[src/rtl/thread_scheduler.sv]
`default_nettype none
// ============================================================================
// thread_scheduler: round-robin issue-slot arbiter over hardware thread contexts
// Revision: 1.0
// ============================================================================
module thread_scheduler #(
    parameter  int NUM_THREADS = 4,
    parameter  int PC_W        = 32,
    parameter  int QUANTUM     = 8,
    localparam int TID_W       = $clog2(NUM_THREADS)
) (
    input  logic                   clk,
    input  logic                   reset,
    input  logic                   launch_valid,
    input  logic [TID_W-1:0]       launch_tid,
    input  logic [PC_W-1:0]        launch_pc,
    input  logic                   done_valid,
    input  logic [TID_W-1:0]       done_tid,
    input  logic                   block_valid,
    input  logic [TID_W-1:0]       block_tid,
    input  logic                   wake_valid,
    input  logic [TID_W-1:0]       wake_tid,
    output logic                   issue_valid,
    output logic [TID_W-1:0]       issue_tid,
    output logic [PC_W-1:0]        issue_pc,
    input  logic                   issue_ready,
    output logic [NUM_THREADS-1:0] thread_busy,
    output logic                   err
);

    localparam int             c_QCNT_W = $clog2(QUANTUM + 1);
    localparam [c_QCNT_W-1:0]  c_QMAX   = c_QCNT_W'(QUANTUM);
    localparam [c_QCNT_W-1:0]  c_QONE   = c_QCNT_W'(1);
    localparam [TID_W-1:0]     c_TONE   = TID_W'(1);

    typedef enum logic [1:0] {
        ST_FREE    = 2'b00,
        ST_READY   = 2'b01,
        ST_BLOCKED = 2'b10
    } state_t;

    state_t              r_state [NUM_THREADS];
    logic [PC_W-1:0]     r_pc    [NUM_THREADS];
    logic [TID_W-1:0]    r_rr;
    logic [c_QCNT_W-1:0] r_qcount;

    state_t                 w_state_nxt [NUM_THREADS];
    logic [PC_W-1:0]        w_pc_nxt    [NUM_THREADS];
    logic [NUM_THREADS-1:0] w_ready_nxt;
    logic [NUM_THREADS-1:0] w_busy_nxt;
    logic                   w_err;

    logic                   w_accept;
    logic                   w_keep;
    logic [c_QCNT_W-1:0]    w_qinc;
    logic [c_QCNT_W-1:0]    w_qnxt;
    logic [TID_W-1:0]       w_start;
    logic [TID_W-1:0]       w_idx;
    logic [TID_W-1:0]       w_pick;
    logic                   w_found;
    logic                   w_nvalid;
    logic [TID_W-1:0]       w_ntid;

    // Only the highest-priority event per thread is evaluated; it is either
    // applied or flagged as illegal, lower-priority events are dropped silently.
    always_comb begin
        w_err       = 1'b0;
        w_ready_nxt = '0;
        w_busy_nxt  = '0;
        for (int t = 0; t < NUM_THREADS; t++) begin
            w_state_nxt[t] = r_state[t];
            w_pc_nxt[t]    = r_pc[t];
            if (done_valid && (done_tid == TID_W'(t))) begin
                if (r_state[t] != ST_FREE) w_state_nxt[t] = ST_FREE;
                else                       w_err          = 1'b1;
            end else if (block_valid && (block_tid == TID_W'(t))) begin
                if (r_state[t] == ST_READY) w_state_nxt[t] = ST_BLOCKED;
                else                        w_err          = 1'b1;
            end else if (wake_valid && (wake_tid == TID_W'(t))) begin
                if (r_state[t] == ST_BLOCKED) w_state_nxt[t] = ST_READY;
                else                          w_err          = 1'b1;
            end else if (launch_valid && (launch_tid == TID_W'(t))) begin
                if (r_state[t] == ST_FREE) begin
                    w_state_nxt[t] = ST_READY;
                    w_pc_nxt[t]    = launch_pc;
                end else begin
                    w_err = 1'b1;
                end
            end
            w_ready_nxt[t] = (w_state_nxt[t] == ST_READY);
            w_busy_nxt[t]  = (w_state_nxt[t] != ST_FREE);
        end
    end

    // Grant selection on post-event state; the search visits the current
    // grant last so another READY thread always wins a rotation.
    always_comb begin
        w_accept = issue_valid && issue_ready;
        w_qinc   = r_qcount + c_QONE;
        w_keep   = issue_valid && w_ready_nxt[issue_tid] &&
                   (!w_accept || (w_qinc < c_QMAX));
        w_start  = issue_valid ? (issue_tid + c_TONE) : r_rr;
        w_found  = 1'b0;
        w_pick   = '0;
        w_idx    = '0;
        for (int i = 0; i < NUM_THREADS; i++) begin
            w_idx = w_start + TID_W'(i);
            if (!w_found && w_ready_nxt[w_idx]) begin
                w_found = 1'b1;
                w_pick  = w_idx;
            end
        end
        if (w_keep) begin
            w_nvalid = 1'b1;
            w_ntid   = issue_tid;
        end else begin
            w_nvalid = w_found;
            w_ntid   = w_pick;
        end
        if (w_nvalid && issue_valid && (w_ntid == issue_tid)) begin
            if (w_accept) w_qnxt = (w_qinc >= c_QMAX) ? '0 : w_qinc;
            else          w_qnxt = r_qcount;
        end else begin
            w_qnxt = '0;
        end
    end

    always_ff @(posedge clk or posedge reset) begin
        if (reset) begin
            for (int t = 0; t < NUM_THREADS; t++) begin
                r_state[t] <= ST_FREE;
                r_pc[t]    <= '0;
            end
            r_rr        <= '0;
            r_qcount    <= '0;
            issue_valid <= 1'b0;
            issue_tid   <= '0;
            issue_pc    <= '0;
            thread_busy <= '0;
            err         <= 1'b0;
        end else begin
            for (int t = 0; t < NUM_THREADS; t++) begin
                r_state[t] <= w_state_nxt[t];
                r_pc[t]    <= w_pc_nxt[t];
            end
            r_qcount    <= w_qnxt;
            issue_valid <= w_nvalid;
            thread_busy <= w_busy_nxt;
            err         <= w_err;
            if (w_nvalid) begin
                r_rr      <= w_ntid + c_TONE;
                issue_tid <= w_ntid;
                issue_pc  <= w_pc_nxt[w_ntid];
            end else begin
                issue_pc  <= '0;
            end
        end
    end

endmodule
`default_nettype wire
[config.mk]
export PLATFORM = sky130hd
export DESIGN_NAME = thread_scheduler
export DESIGN_NICKNAME = d
export VERILOG_FILES = /design/src/rtl/thread_scheduler.sv
export SDC_FILE = /design/constraint.sdc
export NUM_CORES = 1
export LEC_CHECK = 0
export BUFFER_PORTS_ARGS = -buffer_cell sky130_fd_sc_hd__buf_4
export CELL_PAD_IN_SITES_DETAIL_PLACEMENT = 2
export CELL_PAD_IN_SITES_GLOBAL_PLACEMENT = 2
export CORE_MARGIN = 10
export CORE_UTILIZATION = 28
export CTS_BUF_LIST = sky130_fd_sc_hd__clkbuf_4
export DETAILED_ROUTE_END_ITERATION = 8
export PLACE_DENSITY = 0.69
export SLEW_MARGIN = 0
export SYNTH_ARGS = -nofsm -noshare
export SYNTH_HDL_FRONTEND = slang
export SYNTH_SLANG_ARGS = --single-unit
export TNS_END_PERCENT = 100
[constraint.sdc]
create_clock -name clk -period 11 [get_ports clk]
set_clock_uncertainty 0.15 [all_clocks]
set_input_delay 1.1 -clock clk [delete_from_list [all_inputs] [get_ports clk]]
set_output_delay 1.1 -clock clk [all_outputs]
set_load 0.005 [all_outputs]
# [After elaboration in Yosys (flattened, before gate mapping)]
# Cells that the tools add are included.
[word_totals] inputBits=47 register_bits=182 out_inout_bits=40 elab_cells=213
[classes] bitwise=1 magnitude_cmp=8 add_sub_neg=6 reduce_logical=45 n_mux=112 n_eq_ne=26
[ops] op="2-to-1 mux 32 bit" n=23
[ops] op="2-to-1 mux 2 bit" n=38
[ops] op="binary-select mux 32 bit (select 2 bit)" n=1
[ops] op="2-to-1 mux 1 bit" n=42
[ops] op="== test 2 x 1 -> 1 bit (second input constant)" n=12
[ops] op="== test 2 bit (second input constant)" n=12
[ops] op="logical AND 1 bit" n=24
[ops] op="logical NOT 2 bit" n=8
[ops] op="nonzero test 2 bit" n=8
[ops] op="less-than comparator 2 x 3 -> 1 bit (second input constant)" n=5
[ops] op="2-to-1 mux 4 bit" n=3
[ops] op="binary-select mux 1 bit (select 2 bit)" n=5
[ops] op="adder 2 x 1 -> 2 bit (second input constant)" n=3
[ops] op="adder 2 bit (second input constant)" n=2
[ops] op="adder 4 x 1 -> 4 bit (second input constant)" n=1
[ops] op="greater-or-equal comparator 4 bit (second input constant)" n=1
[ops] op="logical NOT 1 bit" n=4
[ops] op="less-than comparator 4 bit (second input constant)" n=1
[ops] op="greater-or-equal comparator 3 bit (second input constant)" n=1
[ops] op="inverter 2 -> 3 bit" n=1
[ops] op="== test 2 bit" n=1
[ops] op="!= test 2 bit (second input constant)" n=1
[ops] op="logical OR 1 bit" n=1

# [Longest topological paths before layout]
# Gate-level depths: netlist of run 1.
[logic_depth] word_depth=25 ltp_mapped=11 mapped_depth_nobuf=8

# [Least setup slack after synthesis of run 1]
# Ideal clock, no wire load.
[synth_path] path_type="input -> register" start="in launch_tid[1]" end="reg issue_pc[11]" setup_slack_ps=7655 stages=9 arrival_time_ps=3060 required_ps=10715 path_cell_list="nand2b_1 > nor4_1 > o21ai_2 > a21o_1 > and3_1 > o31ai_4 > buf_6 > mux2i_1 > o22ai_1"
[synth_between] elab_chain_cells=25 word_cells_on_any_way=77 cone_classes="eq/ne (7); mux (56); bitwise (1); reduce/logical (13)"
[synth_lines] item="from (decl)" line_no="15" text="input logic [TID_W-1:0] launch_tid,"
[synth_lines] item="== test 2 x 1 -> 1 bit (tied with other cells)" line_no="82" text="end else if (launch_valid && (launch_tid == TID_W'(t))) begin"
[synth_lines] item="logical AND 1 bit" line_no="82"
[synth_lines] item="2-to-1 mux 2 bit" line_no="82"
[synth_lines] item="2-to-1 mux 2 bit" line_no="79" text="end else if (wake_valid && (wake_tid == TID_W'(t))) begin"
[synth_lines] item="2-to-1 mux 2 bit" line_no="76" text="end else if (block_valid && (block_tid == TID_W'(t))) begin"
[synth_lines] item="2-to-1 mux 2 bit" line_no="73" text="if (done_valid && (done_tid == TID_W'(t))) begin"
[synth_lines] item="== test 2 x 1 -> 1 bit" line_no="90" text="w_ready_nxt[t] = (w_state_nxt[t] == ST_READY);"
[synth_lines] item="binary-select mux 1 bit (select 2 bit)" line_no="108" text="if (!w_found && w_ready_nxt[w_idx]) begin"
[synth_lines] item="[8 not listed]"
[synth_lines] item="logical NOT 1 bit" line_no="108"
[synth_lines] item="logical AND 1 bit" line_no="108"
[synth_lines] item="2-to-1 mux 2 bit" line_no="108"
[synth_lines] item="2-to-1 mux 2 bit" line_no="113" text="if (w_keep) begin"
[synth_lines] item="inverter 2 -> 3 bit (not written as such)" line_no="153" text="issue_pc <= w_pc_nxt[w_ntid];"
[synth_lines] item="binary-select mux 32 bit (select 2 bit)" line_no="153"
[synth_lines] item="2-to-1 mux 32 bit (not written as such) (2 in a row)" line_no="153"
[synth_lines] item="2-to-1 mux 32 bit (*)" line_no="150" text="if (w_nvalid) begin"
[synth_lines] item="to (signal assigned)" line_no="153"
[synth_lines] item="to (decl)" line_no="25" text="output logic [PC_W-1:0] issue_pc,"
# Every way passes the cells marked *; elsewhere a longest branch is shown, timed or not. The select of a mux whose other input is x is not followed.
# A chain may end at the register's enable or synchronous reset.

# [Worst setup path after layout of run 1]
[layout_path] start="in done_tid[1]" end="reg issue_pc[28]"
[layout_between] elab_chain_cells=22 word_cells_on_any_way=53 cone_classes="eq/ne (7); mux (32); bitwise (1); reduce/logical (13)"
[layout_lines] item="from (decl)" line_no="18" text="input logic [TID_W-1:0] done_tid,"
[layout_lines] item="== test 2 x 1 -> 1 bit (tied with other cells)" line_no="73"
[layout_lines] item="logical AND 1 bit" line_no="73"
[layout_lines] item="2-to-1 mux 2 bit" line_no="73"
[layout_lines] item="== test 2 x 1 -> 1 bit" line_no="90"
[layout_lines] item="binary-select mux 1 bit (select 2 bit)" line_no="108"
[layout_lines] item="2-to-1 mux 1 bit (not written as such)" line_no="108"
[layout_lines] item="2-to-1 mux 1 bit" line_no="108"
[layout_lines] item="logical NOT 1 bit" line_no="108"
[layout_lines] item="[5 not listed]"
[layout_lines] item="logical NOT 1 bit" line_no="108"
[layout_lines] item="logical AND 1 bit" line_no="108"
[layout_lines] item="2-to-1 mux 2 bit" line_no="108"
[layout_lines] item="2-to-1 mux 2 bit" line_no="113"
[layout_lines] item="inverter 2 -> 3 bit (not written as such)" line_no="153"
[layout_lines] item="binary-select mux 32 bit (select 2 bit)" line_no="153"
[layout_lines] item="2-to-1 mux 32 bit (not written as such) (2 in a row)" line_no="153"
[layout_lines] item="2-to-1 mux 32 bit (*)" line_no="150"
# Marked as above.

==> metrics.md, run 1 <==
| Metric | Value |
|---|---|
| Critical Path AT | `4.29 ns` |
| CP endpoint kind | `register` |
| Run status | `finished, final reports clean` |
| Synth-to-layout area growth | `15.6%` |
| Vias per cell | `4.94` |
| Tcrit/Tclk final | `36.0%` |
| Number of global-route vias before repair | `6325` |
| Max FO, Critical Path | `37` |
| I/O pin cnt | `87` |
| Worst VDD drop | `227 uV` |
| Fillers | `3162` |
| Setup_tns | `0 ns` |
| Commonest non-fill, non-tap cell in the layout | `dfrtp_1` |
| Power per cell area | `282 mW/mm^2` |
| Worst hold path type | `reg2reg` |
| Initial Util | `28.2%` |
| Reg clk slew, reported paths | `0.14 ns` |
| Final hold violations | `0` |
| Worst slew pin tran | `1.16 ns` |
| Total gr overflow | `0` |
| Syn avg cell area | `12.6 um^2` |
| Worst R2R Start | `r_state[5]$_DFF_PP0_` |
| Die Y | `192 um` |
| Instance count of the mapped netlist | `663` |
| Gpl congestion | `0.756` |
| Top_reg_cell synth | `dfrtp_1` |
| Sink Count | `182` |
| Hold Buf Count CTS | `0` |
| Mapped Area | `0.00832 mm^2` |
| Die area | `0.0370 mm^2` |
| YS warnings | `0` |
| Final worst setup slack | `7.04 ns` |
| Largest net degree at the start of global routing | `110` |
| Total Routing Usage GR | `12.6%` |
| DR WL/cell | `20.0 um` |
| First-pass GRT wire length | `36400 um` |
| Post-placement setup slack | `6.40 ns` |
| Worst Hold Endpoint | `r_pc[124]$_DFF_PP0_` |
| End of the worst register-to-register path | `issue_pc[28]$_DFF_PP0_` |
| Crit path kind | `in2reg` |
| Unrepaired setup endpoints after global routing | `no` |
| Total core area | `0.0295 mm^2` |
| Final Routed Wirelength | `22800 um` |
| Async set or reset register ratio after synthesis | `100%` |
| Root Buffer | `clkbuf_4` |
| Min-delay src | `r_pc[124]$_DFF_PP0_` |
| CTS tree | `done` |
| DP Wirelength | `15000 um` |
| Fin crit period | `3.96 ns` |
| Post-layout utilization of the core | `32.6%` |
| CTS max path bufs | `2` |
| Max Cap Viol | `0` |
| DRC violations left | `0` |
| Worst skew pair latency | `0.61 ns` |
| Hold path cells | `1` |
| Antenna violation net count after detailed routing | `0` |
| H-tree levels | `4` |
| I/O Buffers | `86` |
| Sequential area share after synthesis | `54.7%` |
| DR vias | `5652` |
| CTS Buf Count | `17` |
| Maximum clock frequency | `0.252 GHz` |
| Rows | `63` |
| Post-synth EDFFs | `0` |
| Die X | `192 um` |
| Count of nets after finishing | `788` |
| Leakage power | `4.17 nW` |
| WP data required | `11.32 ns` |
| Startpoint Class | `input pin` |
| Leading cell types in the layout, fill and taps excluded | `dfrtp_1 (182), mux2_2 (129), buf_4 (93), o211ai_1 (35), nor2b_1 (34)` |
| R2r setup slk | `7.43 ns` |
| Slew HR | `22.6%` |
| Iteration-0 DRC count of the detailed router | `263` |
| Synth unique cells | `59` |
| 1st-pass router iterations | `4` |
| CTS resizes | `0` |
| Post-CTS Setup Inserts | `0` |
| Antenna violations before repair | `1` |
| Setup violators final | `0` |
| Syn_nets | `711` |
| Yosys reg bits | `182` |
| Register-to-Register Path Depth | `9` |
| Fin. max-slew vios | `0` |
| Ratio of cells with drive above 1 in the final layout | `36.1%` |
[power breakdown]
group	switching, mW	total (mW)	internal, mW	leakage, nW
Sequential	0.109	1.05	0.946	2.23
Combinational	0.699	1.29	0.591	1.81
Clock	0.250	0.367	0.117	0.139
Total	1.06	2.71	1.65	4.17
[worst max-delay path, cell delays in order]
cell,delay [ns]
buf_4,0.13
nor3b_1,0.61
nor2_1,0.21
o21ai_2,0.20
nand2_1,0.15
nor3_2,0.44
inv_2,0.44
nand2_1,0.41
buf_4,0.42
o22ai_1,0.17
[flip-flops by register name, summed over array words and instances (netlist names)]
register     cells
err              1
issue_pc        32
issue_tid        2
issue_valid      1
r_pc           128
r_qcount         4
r_rr             2
r_state          8
thread_busy      4
[area by class of cell]
cell class	count	area (um^2)	area share, %
diodes	1	2.50	0.0260
clock buffers	18	135	1.40
clock inverters	14	125	1.30
inverters	9	41.3	0.429
multi-input cells	437	3580	37.2
flip-flops and latches	182	4550	47.3
well taps	390	488	5.07
repair buffers	93	698	7.26
[layer usage]
layer	up-vias	track usage, %	part of all wire [%]
li1	2600	-	-
met1	2953	16.3	47
met3	21	2.84	3.5
met2	78	20.9	49
met4	0	3.37	1.1
met5	-	0	0
[per-stage QoR]
step,cell area (um^2),cells,hold WS (ns),total power [mW]
final,9620,1144,0.361,2.71
after global routing,9620,1144,0.381,2.94
after CTS,9620,1143,0.365,2.77
after detailed placement,9360,1111,0.332,2.39
after global placement,9360,1111,0.325,2.34
after floorplan,8320,663,0.300,2.00
[cell families (layout without fill, tap and decap cells)]
group	count (synthesis)	count (layout)	share of synthesized area, %
buffers and inverters	44	134	2.71
DFF	182	182	54.7
adders and majority gates	1	1	0.150
and+or+nand+nor	129	129	9.02
xor gates and xnor gates	2	2	0.211
AOI/OAI and AO/OA	144	144	11.9
other	0	1	0
muxes	161	161	21.3
[synthesized netlist by cell type, drive strengths merged, types with 2 or more instances]
master   number  area [um^2]
mux2i        32          320
nand2        10         37.5
a211oi        4         30.0
nor3b         4         30.0
dfrtp       182         4550
or2           5         31.3
nand3        11         55.1
o22ai        33          206
mux2        129         1450
nor4          2         12.5
o211ai       35          263
a21o          4         30.0
xnor2         2         17.5
inv           9         33.8
a2111oi       2         17.5
o221ai        2         17.5
and3b         4         35.0
nand2b        6         45.0
o21ai        20          104
a21boi        3         22.5
a211o         2         17.5
nor2         23         86.3
a21oi        21          109
nor4b         2         17.5
o21a          3         22.5
clkbuf       16         60.1
and3          4         25.0
nor2b        34          213
buf          19          131
o21bai        2         15.0
a31oi         2         12.5
nand3b        5         37.5
o31ai         2         28.8
nor3         14         85.1
[worst max path at each step]
stage	from	endpoint	slack, ns	cells after the start
after detailed placement	done_tid[1]	issue_pc[28]$_DFF_PP0_	6.40	10
after floorplan	reset	err$_DFF_PP0_	4.81	1
after CTS	done_tid[1]	issue_pc[28]$_DFF_PP0_	7.00	10
final	done_tid[1]	issue_pc[28]$_DFF_PP0_	7.04	10
after global placement	done_tid[1]	issue_pc[30]$_DFF_PP0_	6.62	10
after global routing	done_tid[1]	issue_pc[28]$_DFF_PP0_	6.73	10
No activity file was read; power rests on OpenSTA's default activity.
==> run 2, diff against run 1 <==
clock period = 3.9 ns   (was 11 ns; I/O delays follow)
==> run 2 against run 1 <==
  * Count of clock-buffer cells in the layout decreased by 1
  * Sequential cell count is the same
  * Worst hold slack worse by 0.27 ns
  * Largest cell class unchanged
==> metrics.md, run 2 (synthesized netlist as in run 1, its figures left out) <==
| Metric | Value |
|---|---|
| Worst R2R Start | `r_state[7]$_DFF_PP0_` |
| Run status | `finished, final reports clean` |
| Rows | `63 (unchanged)` |
| Crit-path max cell delay | `0.73 ns (+0.12 ns)` |
| Largest reg by FF count | `r_pc` |
| Number of global-route vias before repair | `6554 (+3.6%)` |
| Worst slew pin tran | `0.810 ns (-0.351 ns)` |
| Leakage power | `4.40 nW (+5.4%)` |
| I/O pin cnt | `87 (unchanged)` |
| Worst VDD drop | `382 uV (+68%)` |
| Setup violators final | `0 (unchanged)` |
| DRC violations left | `0 (unchanged)` |
| Setup_tns | `0 ns (unchanged)` |
| Total Routing Usage GR | `12.7% (+0.089 points)` |
| Tcrit/Tclk final | `81.5%` |
| Max reg flops | `128 (unchanged)` |
| CP endpoint kind | `register` |
| Slew HR | `45.5% (+23 points)` |
| DR vias | `5789 (+2.4%)` |
| CP top delay family | `simple AND/OR/NAND/NOR gates` |
| Root Buffer | `clkbuf_4` |
| Worst setup path start | `r_state[7]$_DFF_PP0_` |
| Unrepaired setup endpoints after global routing | `no` |
| Synth-to-layout area growth | `21.8%` |
| Reg area | `0.00455 mm^2 (unchanged)` |
| Vias per cell | `4.88 (-1.3%)` |
| Met1 wire length | `10900 um (+2.1%)` |
| Startpoint Class | `register` |
| Initial Util | `28.2% (unchanged)` |
| DP Wirelength | `14900 um (-0.82%)` |
| Worst path slowest cell | `nor4_1` |
| Sink Count | `182 (unchanged)` |
| Worst skew pair latency | `0.58 ns (-0.03 ns)` |
| Gpl congestion | `0.777 (+2.8%)` |
| Metal3 WL | `812 um (+2.4%)` |
| Crit path kind | `reg2reg` |
| Worst Path Buf+Inv | `1 (-2)` |
| Fin crit period | `3.18 ns` |
| Post-CTS Setup Inserts | `0 (unchanged)` |
| Min-delay src | `done_tid[1]` |
| Largest net degree at the start of global routing | `122 (+11%)` |
| Final Total Pwr | `7.92 mW (+190%)` |
| First-pass GRT wire length | `37200 um (+2.0%)` |
| Critical Path AT | `3.48 ns (-0.81 ns)` |
| Commonest non-fill, non-tap cell in the layout | `dfrtp_1` |
| Reg clk slew, reported paths | `0.19 ns (+0.05 ns)` |
| Total core area | `0.0295 mm^2 (unchanged)` |
| Antenna violations before repair | `1 (unchanged)` |
| CP cell instances | `nor4_1, o21ai_2, a21o_1, and3_1, o31ai_4, buf_12, mux2i_1, o22ai_1` |
| Power per cell area | `781 mW/mm^2 (+180%)` |
| Max Cap Viol | `0 (unchanged)` |
| CTS Buf Count | `17 (unchanged)` |
| Antenna violation net count after detailed routing | `0 (unchanged)` |
| Leading cell types in the layout, fill and taps excluded | `dfrtp_1 (182), mux2_2 (129), buf_4 (96), dlygate4sd3_1 (36), o211ai_1 (35)` |
| DR WL/cell | `19.4 um (-3.0%)` |
| Die Y | `192 um (unchanged)` |
| Maximum clock frequency | `0.315 GHz` |
| Max FO, Critical Path | `50 (+35%)` |
| Worst hold path type | `in2reg` |
| Area of the multi-input gates | `0.00358 mm^2 (about the same)` |
| Fillers | `3147 (-0.47%)` |
| CTS resizes | `0 (unchanged)` |
| Final Routed Wirelength | `23000 um (+0.66%)` |
| Fin. max-slew vios | `0 (unchanged)` |
| Count of nets after finishing | `831 (+5.5%)` |
| Total gr overflow | `0 (unchanged)` |
| H-tree levels | `4 (unchanged)` |
| Die X | `192 um (unchanged)` |
| 1st-pass router iterations | `4 (unchanged)` |
| CTS tree | `done` |
| Largest regs | `r_pc (128), issue_pc (32), r_state (8)` |
| Final hold violations | `0 (unchanged)` |
| I/O Buffers | `86 (unchanged)` |
| WP data required | `4.20 ns (-7.12 ns)` |
| Die area | `0.0370 mm^2 (unchanged)` |
| Ratio of cells with drive above 1 in the final layout | `35.7% (-0.44 points)` |
| Iteration-0 DRC count of the detailed router | `270 (+2.7%)` |
| Top routing layer in use | `met4` |
| Met2 WL | `11200 um (+0.19%)` |
| CTS max path bufs | `2 (unchanged)` |
==> run 2: stage by stage <==
| stage | setup slack [ns] | util, % | area [um^2] | hold slack (ns) | std cells |
|---|---|---|---|---|---|
| detailed placement | 0.613 | 32.1 | 9460 | 0.332 | 1118 |
| finish | 0.722 | 34.4 | 10100 | 0.0894 | 1187 |
| CTS | 0.736 | 34.4 | 10100 | 0.0355 | 1186 |
| floorplan | 1.02 | - | 8330 | 0.300 | 663 |
| global route | 0.555 | 34.4 | 10100 | 0.0537 | 1187 |
| global placement | 0.736 | 32.1 | 9460 | 0.326 | 1118 |
==> run 2: layer usage <==
| layer | up-vias | GRT usage (%) |
|---|---|---|
| met2 | 73 | 20.9 |
| met3 | 10 | 2.87 |
| met5 | - | 0 |
| met4 | 0 | 2.56 |
| li1 | 2682 | - |
| met1 | 3024 | 16.8 |
==> run 2: worst min-delay path: stages <==
cell     delay (ns)
buf_4          0.11
and3_1         0.21
a21oi_1        0.07
==> run 2: path summary, 6_finish.rpt <==
kind                            slack (ns)  cells after the start                      to
worst max-delay path                  0.72                      8  issue_pc[30]$_DFF_PP0_
min in group asynchronous             0.35                      4   issue_pc[2]$_DFF_PP0_
worst min-delay path                  0.09                      3    r_state[0]$_DFF_PP0_
worst max register to register        0.72                      8  issue_pc[30]$_DFF_PP0_
worst min register to register        0.36                      1      r_pc[24]$_DFF_PP0_
max in group asynchronous             2.56                      4     r_rr[1]$_DFFE_PP0P_
==> run 2: where the power goes <==
group | internal (mW) | switching, mW | leakage, nW
clock network | 0.411 | 0.748 | 0.168
registers | 2.67 | 0.296 | 2.23
logic | 1.79 | 2.00 | 2.00
total | 4.87 | 3.05 | 4.40
==> run 2: repair_timing <==
action | CTS | global route
endpoints found under the setup margin | 0 | 0
endpoints found under the hold margin | 312 | 0
hold buffers | 36 | 0
==> run 2: area by class of cell <==
class,count,area share (%)
antenna,1,0.0247
clock buffer,17,1.26
clock inverter,15,1.84
inverter,9,0.370
multi-input combinational,437,35.3
sequential,182,44.9
tap,390,4.81
timing repair buffer,136,11.5
==> run 3, diff against run 2 <==
PLACE_DENSITY = 0.71   (was 0.69)
clock period = 2.8 ns   (was 3.9 ns; I/O delays follow)
==> run 3 against run 2 <==
  * Critical path depth grew 4
  * First-iteration DRC count shrank 4.4%
  * Clock power grew 23%
  * Sequential cell count is the same
  * Via count grew 4.7%
  * Final area grew 6.2%
  * Critical path type is now in2reg
  * Largest cell class unchanged
  * Largest power group unchanged
==> metrics.md, run 3 (synthesized netlist as in run 1, its figures left out) <==
| Metric | Value |
|---|---|
| Die Y | `192 um (unchanged)` |
| 1st-pass router iterations | `4 (unchanged)` |
| Maximum clock frequency | `0.362 GHz` |
| Ratio of cells with drive above 1 in the final layout | `41.1% (+5.4 points)` |
| CP endpoint kind | `register` |
| Max Cap Viol | `0 (unchanged)` |
| Crit-path max cell delay | `0.52 ns (-0.21 ns)` |
| Leakage power | `4.72 nW (+7.2%)` |
| Run status | `finished, final reports clean` |
| Fin. max-slew vios | `0 (unchanged)` |
| Setup violators final | `0 (unchanged)` |
| Max reg flops | `128 (unchanged)` |
| Worst skew pair latency | `0.58 ns (about the same)` |
| Post-layout utilization of the core | `36.5% (+2.1 points)` |
| I/O Buffers | `86 (unchanged)` |
| Largest reg by FF count | `r_pc` |
| Power per cell area | `1100 mW/mm^2 (+41%)` |
| Number of global-route vias before repair | `6862 (+4.7%)` |
| Leading cell types in the layout, fill and taps excluded | `dfrtp_1 (178), buf_4 (135), mux2_2 (129), dlygate4sd3_1 (42), o211ai_1 (35)` |
| Root Buffer | `clkbuf_4` |
| First-pass GRT wire length | `39700 um (+6.7%)` |
| CTS Buf Count | `17 (unchanged)` |
| Area of the multi-input gates | `0.00368 mm^2 (+2.9%)` |
| Critical Path AT | `3.07 ns (-0.41 ns)` |
| Iteration-0 DRC count of the detailed router | `258 (-4.4%)` |
| Synth-to-layout area growth | `29.4%` |
| Commonest non-fill, non-tap cell in the layout | `dfrtp_1` |
| Worst path slowest cell | `dlygate4sd3_1` |
| Fin crit period | `2.76 ns` |
| Slew HR | `65.3% (+20 points)` |
| Die X | `192 um (unchanged)` |
| Reg area | `0.00456 mm^2 (+0.11%)` |
| Sink Count | `182 (unchanged)` |
| Critical Path Stages | `12 (+4)` |
| Reg clk slew, reported paths | `0.16 ns (-0.03 ns)` |
| Tcrit/Tclk final | `98.5%` |
| WHS | `0.102 ns (+0.0130 ns)` |
| Crit path kind | `in2reg` |
| WP data required | `3.11 ns (-1.09 ns)` |
| Antenna violations before repair | `1 (unchanged)` |
| Startpoint Class | `input pin` |
| Total core area | `0.0295 mm^2 (unchanged)` |
| Max FO, Critical Path | `14 (-72%)` |
| Fillers | `3128 (-0.60%)` |
| Count of nets after finishing | `889 (+7.0%)` |
| Rows | `63 (unchanged)` |
| Post-DP Area | `0.00990 mm^2 (+4.7%)` |
| Largest regs | `r_pc (128), issue_pc (32), r_state (8)` |
| Worst R2R Start | `r_state[5]$_DFF_PP0_` |
| DR WL/cell | `19.8 um (+2.4%)` |
| CP top delay family | `compound AO/OA/AOI/OAI gates` |
| Unrepaired setup endpoints after global routing | `yes` |
| Met2 Use GR | `23.2% (+2.3 points)` |
| Final Total Pwr | `11.8 mW (+50%)` |
| GRT met1 Usage | `17.5% (+0.69 points)` |
| Min-delay src | `block_tid[1]` |
| Total gr overflow | `0 (unchanged)` |
| Total Routing Usage GR | `13.6% (+0.90 points)` |
| DP Wirelength | `16500 um (+11%)` |
| H-tree levels | `4 (unchanged)` |
| GRT busiest layer | `met2` |
| Setup_tns | `0 ns (unchanged)` |
| I/O pin cnt | `87 (unchanged)` |
| Final Routed Wirelength | `24700 um (+7.4%)` |
| Register-to-Register Path Depth | `10 (+2)` |
| DR vias | `6060 (+4.7%)` |
| Largest net degree at the start of global routing | `78 (-36%)` |
| Design area | `0.0108 mm^2 (+6.2%)` |
| DRC violations left | `0 (unchanged)` |
| Hold path cells | `4 (+1)` |
| Gpl congestion | `0.790 (+1.7%)` |
| Worst VDD drop | `417 uV (+9.2%)` |
| Die area | `0.0370 mm^2 (unchanged)` |
| Initial Util | `28.2% (unchanged)` |
| CP cell instances | `dlygate4sd3_1, buf_4, and3b_2, nor3_4, o311a_4, a22o_4, nand2b_4, o31ai_4, buf_6, buf_12, mux2i_4, o22ai_1` |
| CTS tree | `done` |
| Antenna violation net count after detailed routing | `0 (unchanged)` |
| Final hold violations | `0 (unchanged)` |
| Worst hold path type | `in2reg` |
| Worst setup path start | `wake_tid[0]` |
| Vias per cell | `4.87 (-0.20%)` |
| CTS max path bufs | `2 (unchanged)` |
| Worst slew pin tran | `0.508 ns (-0.302 ns)` |
| Worst Path Buf+Inv | `4 (+3)` |
| GRT met3 Usage | `2.76% (-0.11 points)` |
-- run 3: cell types whose count changed in the layout (fill, tap and decap cells not counted), sizes merged --
cell and delta:
buf +52, dlygate4sd3 +6, clkinv +3, inv -3, bufinv -1, clkbuf +1
-- run 3: final timing paths --
kind / slack (ns) / to
max reg2reg: 0.11 / issue_pc[27]$_DFF_PP0_
min in group asynchronous: 0.14 / r_pc[65]$_DFF_PP0_
max in group asynchronous: 1.56 / r_pc[99]$_DFF_PP0_
max: 0.04 / issue_pc[27]$_DFF_PP0_
min: 0.10 / r_state[6]$_DFF_PP0_
min reg2reg: 0.35 / r_rr[1]$_DFFE_PP0P_
-- run 3: layout make-up --
class / instances / area share (%)
diodes: 1 / 0.0232
clock buffers: 18 / 1.25
clock inverters: 14 / 1.16
inverters: 9 / 0.349
multi-input cells: 437 / 34.2
flip-flops and latches: 182 / 42.3
well taps: 390 / 4.53
repair buffers: 194 / 16.1
-- run 3: power breakdown --
group	total (mW)	switching, mW	internal (mW)	leakage (nW)
sequential	4.10	0.382	3.72	2.22
combinational	6.30	3.10	3.20	2.35
clock	1.43	0.974	0.461	0.143
-- run 3: per-layer routing --
layer | vias up | wire length, um
met5 | - | 0
met4 | 0 | 167
met3 | 11 | 680
li1 | 2813 | -
met2 | 70 | 12600
met1 | 3166 | 11300
-- run 3: repair_timing --
action,in CTS,in global routing
hold endpoints to repair,240,0
gates resized for setup,4,28
setup buffers,0,8
pin swaps,0,4
hold buffers,42,0
endpoints found under the setup margin,33,34
-- run 3: worst reg2reg max path: stages, from the launching register on --
cell      delay (ns)
dfrtp_1         0.43
buf_4           0.14
nor3_4          0.04
o311a_4         0.42
a22o_4          0.27
nand2b_4        0.15
o31ai_4         0.28
buf_6           0.20
buf_12          0.16
mux2i_4         0.24
o22ai_1         0.09
-- run 3: per-stage QoR --
step	cells	worst slack [ns]
after floorplan	663	0.0334
after global placement	1162	-0.0394
after detailed placement	1162	-0.0624
after CTS	1236	-0.00620
after global routing	1245	-0.0323
final	1245	0.0413
